### src/rtl/rsa_host_initiator.sv
// ---------------------------------------------------------------------------
// rsa_host_initiator
//
// Host-side sequencer for an en/eoc modular-exponentiation core. It collects
// four operand words from a valid/ready stream, in the order P, E, M, Const.
// It then holds them on the core's operand inputs and raises core_en until
// the core signals eoc. The captured result C is returned over a valid/ready
// result stream. A watchdog aborts a run that takes too long and reports the
// abort through out_err.
//
// Parameters
//   WIDTH           operand/result word width (must match the core)
//   TIMEOUT_CYCLES  maximum number of cycles spent running before abort (>= 1)
//
// Ports
//   clk, rst                 rising-edge clock, asynchronous active-high reset
//   in_valid/in_ready/in_data    operand stream (P, E, M, Const)
//   out_valid/out_ready/out_data result stream (out_data = 0 on timeout)
//   out_err                  1 = result is a timeout, qualifies out_data
//   busy                     high while running or holding a result
//   core_en                  enable to the core; low resets the core
//   core_P/E/M/Const         operand registers driven to the core
//   core_C, core_eoc         result and end-of-computation from the core
// ---------------------------------------------------------------------------
module rsa_host_initiator #(
    parameter int WIDTH          = 8,
    parameter int TIMEOUT_CYCLES = 1023
) (
    input  logic             clk,
    input  logic             rst,
    input  logic             in_valid,
    output logic             in_ready,
    input  logic [WIDTH-1:0] in_data,
    output logic             out_valid,
    input  logic             out_ready,
    output logic [WIDTH-1:0] out_data,
    output logic             out_err,
    output logic             busy,
    output logic             core_en,
    output logic [WIDTH-1:0] core_P,
    output logic [WIDTH-1:0] core_E,
    output logic [WIDTH-1:0] core_M,
    output logic [WIDTH-1:0] core_Const,
    input  logic [WIDTH-1:0] core_C,
    input  logic             core_eoc
);

    localparam logic [1:0] ST_LOAD = 2'd0;
    localparam logic [1:0] ST_RUN  = 2'd1;
    localparam logic [1:0] ST_DONE = 2'd2;

    // The watchdog only has to count 0 .. TIMEOUT_CYCLES-1.
    localparam int WD_W = (TIMEOUT_CYCLES > 1) ? $clog2(TIMEOUT_CYCLES) : 1;
    localparam logic [WD_W-1:0] WD_LAST = WD_W'(TIMEOUT_CYCLES - 1);

    logic [1:0]       state_reg;
    logic [1:0]       cnt_reg;
    logic [WD_W-1:0]  wd_reg;
    logic             accept;
    logic [WIDTH-1:0] opnd [4];

    // in_ready is also gated by rst, so it only rises once reset is released.
    assign in_ready = (state_reg == ST_LOAD) && !rst;
    assign busy     = (state_reg == ST_RUN) || (state_reg == ST_DONE);
    assign accept   = (state_reg == ST_LOAD) && in_valid;

    // One operand register per slot. The word counter selects the slot. The
    // registers are written only in LOAD, so they stay frozen while the core
    // runs. They also keep their values after a job finishes.
    for (genvar gi = 0; gi < 4; gi++) begin : g_opnd
        logic [WIDTH-1:0] q_reg;

        always_ff @(posedge clk or posedge rst) begin
            if (rst) begin
                q_reg <= '0;
            end else if (accept && (cnt_reg == 2'(gi))) begin
                q_reg <= in_data;
            end
        end

        assign opnd[gi] = q_reg;
    end

    assign core_P     = opnd[0];
    assign core_E     = opnd[1];
    assign core_M     = opnd[2];
    assign core_Const = opnd[3];

    always_ff @(posedge clk or posedge rst) begin
        if (rst) begin
            state_reg <= ST_LOAD;
            cnt_reg   <= 2'd0;
            wd_reg    <= '0;
            core_en   <= 1'b0;
            out_valid <= 1'b0;
            out_data  <= '0;
            out_err   <= 1'b0;
        end else begin
            case (state_reg)
                ST_LOAD: begin
                    if (in_valid) begin
                        cnt_reg <= cnt_reg + 2'd1;   // wraps to 0 after Const
                        if (cnt_reg == 2'd3) begin
                            // Start the core on the same edge that takes the
                            // last word, so core_en is high right after it.
                            state_reg <= ST_RUN;
                            core_en   <= 1'b1;
                            wd_reg    <= '0;
                        end
                    end
                end

                ST_RUN: begin
                    // eoc is checked first, so a result that arrives on the
                    // watchdog's last cycle still counts as a success.
                    if (core_eoc) begin
                        out_data  <= core_C;
                        out_err   <= 1'b0;
                        out_valid <= 1'b1;
                        core_en   <= 1'b0;
                        state_reg <= ST_DONE;
                    end else if (wd_reg == WD_LAST) begin
                        out_data  <= '0;
                        out_err   <= 1'b1;
                        out_valid <= 1'b1;
                        core_en   <= 1'b0;
                        state_reg <= ST_DONE;
                    end else begin
                        wd_reg <= wd_reg + 1'b1;
                    end
                end

                ST_DONE: begin
                    // out_data and out_err stay as they are after the
                    // handshake. out_err changes only at the next capture.
                    if (out_ready) begin
                        out_valid <= 1'b0;
                        state_reg <= ST_LOAD;
                    end
                end

                default: begin
                    state_reg <= ST_LOAD;
                    cnt_reg   <= 2'd0;
                    core_en   <= 1'b0;
                    out_valid <= 1'b0;
                end
            endcase
        end
    end

endmodule

### config.mk
export PLATFORM = sky130hd
export DESIGN_NAME = rsa_host_initiator
export DESIGN_NICKNAME = d
export VERILOG_FILES = /design/src/rtl/rsa_host_initiator.sv
export SDC_FILE = /design/constraint.sdc
export NUM_CORES = 1
export LEC_CHECK = 0
export BUFFER_PORTS_ARGS = -buffer_cell sky130_fd_sc_hd__buf_2
export CAP_MARGIN = 25
export CORE_MARGIN = 3
export CORE_UTILIZATION = 57
export DETAILED_ROUTE_END_ITERATION = 10
export PLACE_DENSITY = 0.88
export SETUP_SLACK_MARGIN = 0.1
export SYNTH_ARGS = -nofsm -noshare
export SYNTH_HDL_FRONTEND = slang
export SYNTH_SLANG_ARGS = --single-unit
### constraint.sdc
create_clock -name clk -period 3.7 [get_ports clk]
set_clock_uncertainty 0.1 [all_clocks]
set_input_delay 0 -clock clk [delete_from_list [all_inputs] [get_ports clk]]
set_output_delay 0 -clock clk [all_outputs]
set_load 0.005 [all_outputs]
# Word-level counts from Yosys, hierarchy flattened
# Cells that the tools add are included.
classes:
  n_addsub: 2
  mux: 25
  eq_ne: 12
  reduce_logical: 19
  bitwise: 3
ops:
  columns: ["cell", "n"]
  rows:
  - ["two-way mux 10 bit", 4]
  - ["case mux 10 bit (2 select lines)", 1]
  - ["two-way mux 8 bit", 2]
  - ["two-way mux 2 bit", 6]
  - ["adder 10 x 1 -> 10 bit (second input constant)", 1]
  - ["== test 10 bit (second input constant)", 1]
  - ["two-way mux 1 bit", 8]
  - ["inequality test 2 bit (second input constant)", 4]
  - ["AND reduction 4 bit", 2]
  - ["== test 2 bit (second input constant)", 3]
  - ["logical AND 1 bit", 6]
  - ["case mux 1 bit (3 select lines)", 2]
  - ["case mux 2 bit (3 select lines)", 1]
  - ["AND reduction 5 bit", 1]
  - ["== test 2 x 1 -> 1 bit (second input constant)", 2]
  - ["zero test 2 bit", 2]
  - ["case mux 2 bit (2 select lines)", 1]
  - ["AND reduction 2 bit", 2]
  - ["nonzero test 2 bit", 2]
  - ["inequality test 3 x 2 -> 1 bit (second input constant)", 1]
  - ["inverter 1 bit", 3]
  - ["AND reduction 3 bit", 1]
  - ["adder 2 x 1 -> 2 bit (second input constant)", 1]
  - ["inequality test 2 x 1 -> 1 bit (second input constant)", 1]
  - ["other kinds (3)", 3]
word_totals:
  inputBits: 21
  elab_cells: 72
  output_inout_bits: 45
  ff_bits: 57

# Longest topological paths before layout
logic_depth:
  depth_word: 4
  depth_mapped: 8
  mapped_depth_nobuf: 6

# Worst setup path before layout
# Ideal clock, no wire load.
synth_timing:
  path_type: "reg2reg"
  start: "reg state_reg[0]"
  end: "reg wd_reg[1]"
  setup_slack_ns: 1.697
  stages_incl_launch_ff: 8
  arrival_time_ns: 1.775
  period_less_slack_ns: 2.003
  path_buffers: 1
  required_ns: 3.472
  setup_time_ns: 0.128
  cell_sequence: "dfrtp_1 > inv_1 > ha_1 > buf_2 > nand3_2 > a21boi_2 > nor3_2 > mux2_1"
synth_via:
  elab_chain_cells: 3
  elab_cells_between_ends: 9
  cone_classes: "eq/ne: 5; mux: 1; reduce/logical: 3"
synth_rtl:
  columns: ["element", "line", "text"]
  rows:
  - ["start: declaration", "56", "logic [1:0] state_reg;"]
  - ["start signal: assignment", "91", "state_reg <= ST_LOAD;"]
  - ["start signal: assignment", "106", "state_reg <= ST_RUN;"]
  - ["start signal: assignment", "121", "state_reg <= ST_DONE;"]
  - ["== test 2 x 1 -> 1 bit / zero test 2 bit (equally long branches)", "99", "case (state_reg)"]
  - ["inequality test 2 bit (no line), or another cell as far along", null, null]
  - ["AND reduction 5 bit (no line)", null, null]
  - ["end signal: assignment", "129", "wd_reg <= wd_reg + 1'b1;"]
  - ["end: declaration", "58", "logic [WD_W-1:0] wd_reg;"]
# Several ways; a longest one is shown, not always the timed one.
# A chain may end at the register's enable or synchronous reset.

# Worst setup path after layout
layout_timing:
  start: "reg state_reg[1]"
  end: "reg wd_reg[1]"
# Same word-level chain as after synthesis.

==> key figures <==
STA
  – Setup TNS Final: 0 ns
  – Slew Limit Fails: 0
  – Relative slew slack: 46.8%
  – RSZ-0062 raised after global routing: false
  – Setup violations, final: 0
  – Actual slew at the worst max-slew pin: 0.798 ns
  – Tmin final: 2.42 ns
  – Final period util: 65.5%
  – Fmax: 412 MHz
  – Final Hold Vio Count: 0

Setup path
  – Setup CP Type: reg2reg
  – Crit-path max FO: 10
  – Flop2flop setup slack: 1.28 ns
  – Reg2Reg Launch Point: state_reg[1]
  – R2r worst-path depth: 6
  – WP data required: 3.82 ns
  – CP startpoint kind: flop
  – Reg-to-Reg End: wd_reg[1]
  – Crit path arrival time: 2.54 ns
  – CP Capture Type: flop

Run
  – Max cap viols: 0

Die
  – Row cnt: 24
  – Initial core utilization: 59.4%
  – Die area: 0.00545 mm^2
  – Core area: 0.00441 mm^2
  – Die Width: 73.8 um
  – Chip height: 73.8 um
  – Ports: 66

Global routing
  – Most heavily used metal layer in global routing: met2
  – Largest net degree at the start of global routing: 38
  – Grt total ovfl: 0
  – Antenna violations before repair: 0
  – Number of global-route vias before repair: 2,101
  – First-pass GRT wire length: 10.9 mm
  – Met1 usage in global routing: 32.6%
  – Met3 Use GR: 10.7%
  – Tot GR Track Use: 27.3%
  – Met2 Track Usage GR: 45.0%

Place
  – DP HPWL: 4.14 mm
  – Final Wtd Congestion: 0.869
  – PortBufs: 65

CTS
  – H-tree Lvls: 3
  – CTS Buf Count: 9
  – CTS root buffer: clkbuf_8
  – Sink Count: 57
  – Clock-pin slew on the worst setup and hold paths: 0.07 ns
  – CTS tree: yes
  – Post-CTS sizing: 0
  – CTS Buffer Depth: 2
  – Clk_lat worst skew: 0.34 ns

Cells and area
  – Final net count: 319
  – Ant. Diodes: 0
  – Multi-input gate area: 0.00112 mm^2
  – Max FFs per register: 10
  – Layout cell share with drive strength beyond 1: 42.8%
  – Filler cells: 247
  – Layout area overhead: 29.1%
  – Register area: 0.00143 mm^2

Detailed routing
  – DR vias: 2,076
  – Initial drt markers: 187
  – Detail Route Antenna Nets: 0
  – DRC: 0
  – Drt wl/cell: 19.7 um
  – DRT Pass-1 Iters: 4
  – Vias/cell: 6.03
  – DRT Wirelength: 6.79 mm

Synth
  – Distinct cells, synth: 40
  – EDFF count, synth: 0
  – #FFs+latches synth: 57
  – Asr flop ratio synth: 100%
  – Cells after Synth: 199
  – Primary FF master, synth: dfrtp_1
  – Yosys Warn Count: 0
  – Net Count, Synth: 231
  – Syn avg cell area: 13.2 um^2
  – Synth Cell Area: 0.00262 mm^2
  – Seq/Total Area, Yosys: 54.4%

Power
  – Total Power: 2.76 mW
  – Peak VDD IR: 0.556 mV
  – Lkg Pwr: 1.68 nW
  – Pwr/cell area: 815 mW/mm^2

Worst hold path
  – Hold WC Path Type: in2reg
  – Worst Hold Launch: out_ready
  – Hold Path Sink: out_valid
  – WHS Path Cells: 3

Outcome
  – Outcome: completed
==> metal layers <==
layer	vias to the layer above	wire length (um)
li1	912	-
met2	91	3550
met3	19	506
met5	-	0
met4	0	131
met1	1054	2590
==> cell type report <==
| type | count | area share, % |
|---|---|---|
| sequential | 57 | 42.1 |
| clock inverter | 6 | 2.66 |
| clock buffer | 10 | 4.06 |
| multi-input combinational | 126 | 33.1 |
| tap | 52 | 1.92 |
| timing repair buffer | 84 | 15.1 |
| inverter | 9 | 0.997 |
==> worst max-delay path by stage <==
stage	start	to	slack (ns)	depth (start not counted)
6_report	state_reg[1]	wd_reg[1]	1.28	6
5_1_grt	state_reg[1]	wd_reg[1]	1.16	6
4_1_cts	state_reg[1]	wd_reg[1]	1.36	6
3_5_place_dp	state_reg[1]	wd_reg[1]	1.35	6
3_3_place_gp	state_reg[1]	wd_reg[1]	1.44	6
2_1_floorplan	state_reg[0]	wd_reg[1]	1.70	7
==> Yosys cell counts (all sizes together) (3+ instances only) <==
| master | instances | share of area (%) |
|---|---|---|
| a22o | 9 | 3.0 |
| a31oi | 7 | 2.2 |
| and4 | 3 | 1.0 |
| buf | 5 | 1.3 |
| dfrtp | 57 | 54 |
| ha | 11 | 5.2 |
| inv | 9 | 1.3 |
| mux2 | 36 | 16 |
| nand2 | 8 | 1.1 |
| nand3 | 6 | 1.3 |
| nand3b | 3 | 0.86 |
| nor2 | 7 | 1.0 |
| nor3 | 6 | 1.3 |
| o41ai | 5 | 1.7 |
==> cells in the final DEF, fill, tap and decap left out, types with 2 or more instances in the layout <==
master and n:
buf_2 65, dfrtp_1 57, mux2_2 33, dlygate4sd3_1 18, ha_1 11, clkbuf_8 10
a22o_1 9, inv_1 8, nand2_1 8, nor2_1 7, a31oi_1 6, nand3_1 5
nor3_1 5, o41ai_1 5, and4_1 3, nand3b_1 3, and3_1 2, mux2_4 2
nand2b_1 2, nor4_1 2, o32a_1 2, a41oi_1 2, mux2i_1 2, o21ai_1 2
bufinv_16 2
==> power by group <==
part / switching, mW / internal (mW) / total [mW]
sequential: 0.182 / 0.886 / 1.07
combinational: 0.499 / 0.523 / 1.02
clock: 0.272 / 0.400 / 0.671
total: 0.952 / 1.81 / 2.76
==> logic make-up after synthesis <==
| kind of cell | after synthesis | synth area share [%] |
|---|---|---|
| AO/OA/AOI/OAI | 33 | 11.4 |
| adder cells (fa/ha/maj) | 11 | 5.25 |
| buffers and inverters | 16 | 2.86 |
| flip-flops | 57 | 54.4 |
| multiplexers | 38 | 16.5 |
| AND/OR/NAND/NOR | 44 | 9.63 |
==> through the flow <==
step / worst slack [ns] / std cells / util, % / hold slack, ns / instance area, um^2
floorplan: 1.70 / 199 / - / -0.0731 / 2620
global placement: 1.44 / 310 / 67.5 / 0.0840 / 2980
detailed placement: 1.35 / 310 / 67.5 / 0.0888 / 2980
CTS: 1.36 / 344 / 76.8 / 0.0101 / 3390
global route: 1.16 / 344 / 76.8 / 0.0315 / 3390
finish: 1.28 / 344 / 76.8 / 0.0273 / 3390
==> what timing repair did <==
action                                 4_1_cts  5_1_grt
setup buffers                                0        0
endpoints found under the hold margin       77        0
hold buffers                                18        0
==> critical path, stage by stage (launching register included) <==
cell      delay, ns
dfrtp_1        0.41
inv_1          0.13
ha_1           0.39
nand3_2        0.29
a21boi_2       0.31
nor3_2         0.31
mux2_1         0.37
No activity file was read; power rests on OpenSTA's default activity.
